[src/rtl/pipeline_hazard_unit.sv]
// pipeline_hazard_unit: five-stage pipeline stall, flush and forwarding control with a memory-wait timeout trap
module pipeline_hazard_unit #(
  parameter int MEM_TIMEOUT = 255
) (
  input  logic        clk,
  input  logic        reset,
  input  logic [4:0]  rs1D,
  input  logic [4:0]  rs2D,
  input  logic [4:0]  rs1E,
  input  logic [4:0]  rs2E,
  input  logic [4:0]  rdE,
  input  logic [4:0]  rdM,
  input  logic [4:0]  rdW,
  input  logic [1:0]  ResultSrcE,
  input  logic        RegWriteM,
  input  logic        RegWriteW,
  input  logic        PCSrcE,
  input  logic        memReqM,
  input  logic        memReadyM,
  output logic        enF,
  output logic        enD,
  output logic        enE,
  output logic        enM,
  output logic        enW,
  output logic        flushD,
  output logic        flushE,
  output logic        flushW,
  output logic [1:0]  ForwardAE,
  output logic [1:0]  ForwardBE,
  output logic        memTimeout,
  output logic [31:0] stallCycles
);
  typedef enum logic [1:0] {RUN, MEM_WAIT, ERROR} state_t;
  state_t state, state_n;
  logic [7:0] wait_cnt, wait_cnt_n;
  logic err, mem_stall, lw_stall, hold;
  always_comb begin
    ForwardAE = (RegWriteM && rdM != 5'd0 && rdM == rs1E) ? 2'b10 :
                (RegWriteW && rdW != 5'd0 && rdW == rs1E) ? 2'b01 : 2'b00;
    ForwardBE = (RegWriteM && rdM != 5'd0 && rdM == rs2E) ? 2'b10 :
                (RegWriteW && rdW != 5'd0 && rdW == rs2E) ? 2'b01 : 2'b00;
  end
  always_comb begin
    err       = state == ERROR;
    mem_stall = memReqM && !memReadyM && !err;
    lw_stall  = ResultSrcE == 2'b01 && rdE != 5'd0 && (rdE == rs1D || rdE == rs2D);
    hold      = err || mem_stall;
    // a taken branch squashes the ID instruction, so it overrides a load-use stall
    enF    = !hold && (PCSrcE || !lw_stall);
    enD    = !hold && (PCSrcE || !lw_stall);
    enE    = !hold;
    enM    = !hold;
    enW    = !err;
    flushD = !hold && PCSrcE;
    flushE = !hold && (PCSrcE || lw_stall);
    flushW = mem_stall;
  end
  always_comb begin
    state_n    = state;
    wait_cnt_n = wait_cnt;
    case (state)
      RUN: begin
        state_n    = mem_stall ? MEM_WAIT : RUN;
        wait_cnt_n = mem_stall ? 8'd1 : wait_cnt;
      end
      MEM_WAIT: begin
        if (memReadyM || !memReqM) begin
          state_n    = RUN;
          wait_cnt_n = 8'd0;
        end else if (wait_cnt == 8'(MEM_TIMEOUT)) begin
          state_n = ERROR;
        end else begin
          wait_cnt_n = wait_cnt + 8'd1;
        end
      end
      ERROR: state_n = ERROR;
      default: begin
        state_n    = RUN;
        wait_cnt_n = 8'd0;
      end
    endcase
  end
  always_ff @(posedge clk) begin
    if (reset) begin
      state       <= RUN;
      wait_cnt    <= 8'd0;
      memTimeout  <= 1'b0;
      stallCycles <= 32'd0;
    end else begin
      state    <= state_n;
      wait_cnt <= wait_cnt_n;
      if (state_n == ERROR)
        memTimeout <= 1'b1;
      if (!err && (mem_stall || lw_stall) && stallCycles != 32'hFFFF_FFFF)
        stallCycles <= stallCycles + 32'd1;
    end
  end
endmodule

[config.mk]
export PLATFORM = sky130hd
export DESIGN_NAME = pipeline_hazard_unit
export DESIGN_NICKNAME = d
export VERILOG_FILES = /design/src/rtl/pipeline_hazard_unit.sv
export SDC_FILE = /design/constraint.sdc
export NUM_CORES = 1
export LEC_CHECK = 0
export BUFFER_PORTS_ARGS = -buffer_cell sky130_fd_sc_hd__buf_2
export CORE_UTILIZATION = 30
export DETAILED_ROUTE_END_ITERATION = 8
export PLACE_DENSITY = 0.57
export SETUP_SLACK_MARGIN = 0.2
export SYNTH_ARGS = -nofsm -noshare
export SYNTH_HDL_FRONTEND = slang
export SYNTH_SLANG_ARGS = --single-unit
[constraint.sdc]
create_clock -name clk -period 5.63 [get_ports clk]
set_clock_uncertainty 0.15 [all_clocks]
set_input_delay 0.2815 -clock clk [delete_from_list [all_inputs] [get_ports clk]]
set_output_delay 0.2815 -clock clk [all_outputs]
set_load 0.02 [all_outputs]
# Word level (Yosys, flattened, before mapping)
# Index checks and enable logic that the tools add are counted.
# word_totals
input_bits	44
output_inout_bits	45
elab_cells	64
ff_bits	43
# classes
addsub	2
n_reduce_logical	31
n_bitwise	1
muxes	12
eq_ne	14
# ops
operator	n
adder 32 x 1 -> 32 bit, second input constant	1
inequality test 32 bit, second input constant	1
equality test 5 bit	6
two-way mux 8 bit	3
one-hot mux 8 bit (3 select lines)	1
logical AND 1 bit	15
nonzero test 5 bit	3
adder 8 x 1 -> 8 bit, second input constant	1
equality test 8 bit, second input constant	1
two-way mux 2 bit	4
logical OR 1 bit	6
one-hot mux 2 bit (3 select lines)	1
logical NOT 1 bit	5
equality test 2 x 1 -> 1 bit, second input constant	2
equality test 2 bit, second input constant	2
two-way mux 1 bit	3
inequality test 3 bit, second input constant	1
AND reduction 3 bit	1
logical NOT 2 bit	1
inequality test 2 bit, second input constant	1
NOT 1 bit	1

# Longest topological paths before layout
# depth
depth_word	6
ltp_mapped	7
ltp_nobuf	7

# Least setup slack after synthesis
# Ideal clock, no wire load.
# synth_path
path_kind	input port to output port
start	in rdM[1]
end	out ForwardAE[0]
n_path_buf	0
path_stages	4
path_slack_ps	3300
arrival_time_ps	1899
required_time_ps	5199
cell_sequence	or4_1 o21ai_0 nor4_1 nor4_1
# synth_between
elab_chain_cells	4
elab_cells_between_ends	5
classes_between	eq/ne: 1; mux: 1; reduce/logical: 3
# synth_rtl
item	line	rtl
start, declared	12	input logic [4:0] rdM,
nonzero test 5 bit	38	ForwardAE = (RegWriteM && rdM != 5'd0 && rdM == rs1E) ? 2'b10 :
logical AND 1 bit	38	
logical AND 1 bit (*)	38	
two-way mux 2 bit (*)	38	
end, declared	28	output logic [1:0] ForwardAE,
# Mark *: on every way between the ends. The rest lies on a longest branch, timed or not.

# Final worst setup path
# layout_path
start	reg stallCycles[0]
end	reg stallCycles[25]
# layout_between
elab_chain_cells	2
elab_cells_between_ends	3
classes_between	add/sub: 1; eq/ne: 1; reduce/logical: 1
# layout_rtl
item	line	rtl
start, declared	31	output logic [31:0] stallCycles
start signal, assigned	95	stallCycles <= stallCycles + 32'd1;
branches (longest 2 deep; another with adder 32 x 1 -> 32 bit)	-	
# Several ways; the timed one is not identified.
# A chain may end at the register's enable or synchronous reset.

==> impl_metrics.csv <==
group,metric,value,unit
synth,yosys_warnings,0,
clock_network,cts_max_level,2,
timing,drv_slew,0,
timing,grt_setup_unrepaired,"no",
die,fp.dieW,96.17,um
die,die_area,0.009248,mm^2
global_route,grt_pass1_vias,2355,
timing,hold_viol_final,0,
finish,final_cell_mix,"buf_2, dfxtp_1, nor2_1",
route,drt_pass1_iterations,4,
clock_network,clockRootBuffer,"clkbuf_8",
clock_network,post_cts_buffers,0,
worst_setup_path,crit_path_max_incr_delay,350,ps
timing,relSlewSlack,50.90,%
worst_setup_path,worstPathCellList,"ha_1 > and2_1 > and4_4 > a31oi_4 > nand4_4 > nor3_1 > mux2_2",
die,die_y,96.17,um
placed_design,dp_hpwl,5437,um
timing,fmax,0.4171,GHz
worst_setup_path,crit_path_start_kind,"flop",
synth,yosys.area.top_type,"dfxtp_1",
clock_network,cts_resized,0,
route,drt_iter0_markers,129,
global_route,antenna_found_initial,0,
worst_setup_path,critPathKind,"flop to flop",
placed_design,port_buffers,88,
worst_setup_path,crit_arrival,2440,ps
power_and_ir_drop,peakVddDrop,0.1228,mV
die,start_util,31.74,%
global_route,grt_max_degree,39,
finish,antenna_cells,0,
die,placementRows,33,
route,dr_total_vias,2609,
synth,ys_types,51,
worst_setup_path,worstPathRequired,5670,ps
finish,nets,449,
route,wl,7008,um
die,core,0.008382,mm^2
clock_network,cts_tree,"done",
placed_design,gp_congestion,0.7911,
status,status,"completed",
timing,worst_pin_slew,736.5,ps
synth,synthFlopType,"dfxtp_1",
clock_network,clock_sink_count,43,
synth,ys_ff_latch,43,
synth,syn_avg_cell_area,8.313,um^2
clock_network,clkTransAtPathRegs,90,ps
worst_setup_path,worst-path-buf-inv,0,
die,ioPinCount,89,
timing,finalSetupTns,0,ps
timing,period_minus_slack,2397,ps
timing,setup_viol,0,
clock_network,cts_buffer_depth,2,
clock_network,numCtsBuffers,5,
route,ant_nets,0,
timing,timing.final.ws_setup,3233,ps
synth,synth_top_cell_area_share,32.36,%
power_and_ir_drop,p_leak,1.326,nW
route,drc,0,
clock_network,clock_latency,300,ps
timing,whs,222.8,ps
worst_setup_path,crit_fanout,10,
global_route,grt_overflow_total,0,
clock_network,ctsHoldBuffers,0,
power_and_ir_drop,power,0.6825,mW
finish,fill_cells,869,
placed_design,dp_worst_setup_slack,3107,ps
finish,final_common_cell,"buf_2",
global_route,grt_pass1_wl,11140,um
global_route,grtUsageTotal,15.43,%
synth,synth-edff-count,0,
finish,drive_gt1_share,26.98,%
finish,area_growth,24.18,%
run,cap_violations,0,
min_path,hold_path.class,"input port to flop",
synth,syn_inst,320,
worst_setup_path,end_kind,"flop",
worst_setup_path,path_delay_family,"simple AND/OR/NAND/NOR gates",
synth,syn-num-nets,366,
synth,synthTopCellsByArea,"dfxtp_1, xor2_1, xnor2_1, nand4_1, nor2_1",
route,drt-vias-per-instance,5.126,
timing,period_share,42.58,%
worst_setup_path,slowest_stage,"dfxtp_1",
synth,async_flop_share,0,%
synth,ys_seq_area_share,32.36,%
synth,synthesis.area,0.002660,mm^2
power_and_ir_drop,powerDensity,206.6,mW/mm^2
route,drt-wirelength-per-cell,13.77,um
routing by layer:
layer / track usage [%] / share of wire [%] / routed length, um / vias up
li1: - / - / - / 1326
met1: 19.11 / 45 / 3134 / 1188
met2: 26.77 / 46 / 3213 / 85
met3: 3.239 / 7.6 / 536 / 10
met4: 4.353 / 1.8 / 123 / 0
met5: 0 / 0 / 0 / -
kinds of logic after synthesis:
family                     share of synthesized area (%)
and+or+nand+nor                                    32.17
AOI/OAI and AO/OA                                  13.88
xor gates and xnor gates                           16.13
DFF                                                32.36
buffers and inverters                              3.715
muxes                                             0.7996
adders and majority gates                         0.9406
path summary, 6_finish.rpt:
path                        from         endpoint  slack, ps  cells past startpoint
setup reg to reg  stallCycles[0]  stallCycles[25]       3230                      7
hold / removal         memReadyM      wait_cnt[1]        220                      4
hold reg to reg       memTimeout       memTimeout        310                      1
setup / recovery  stallCycles[0]  stallCycles[25]       3230                      7
synthesized netlist by cell type, types with 8 or more instances:
cell type and number:
a21oi_1 16, dfxtp_1 43, inv_1 9, nand2_1 17, nand3_1 16, nand4_1 20, nor2_1 33, nor4_1 8
o21ai_0 18, or3_1 14, xnor2_1 22, xor2_1 27
tightest hold or removal path, cell delays in order:
cell and delay, ps:
buf_2 90, nor3b_1 90, nand4_1 110, a21oi_1 60
stage by stage:
stage	std cells	instance area [um^2]	util, %
finish	509	3303	39.41
global route	509	3303	39.41
CTS	509	3303	39.41
detailed placement	501	3167	37.78
global placement	501	3167	37.78
floorplan	320	2660	-
report_power, final:
group / switching [mW] / total (mW) / internal (mW)
Combinational: 0.0480 / 0.0824 / 0.0344
Clock: 0.116 / 0.293 / 0.177
Sequential: 0.00191 / 0.307 / 0.305
Total: 0.166 / 0.682 / 0.517
layout make-up:
type	count	area (um^2)	share of cell area, %
Clock buffer	5	68.82	2.083
Tap cell	105	131.4	3.977
Sequential cell	43	860.8	26.06
Timing Repair Buffer	88	440.4	13.33
Inverter	9	33.78	1.023
Clock inverter	3	67.56	2.045
Multi-Input combinational cell	256	1700	51.48
state kept, by name (all words and copies together), names as in the netlist:
name and count:
state 2, wait_cnt 8, memTimeout 1, stallCycles 32
Power figures use the tool's default switching activity.
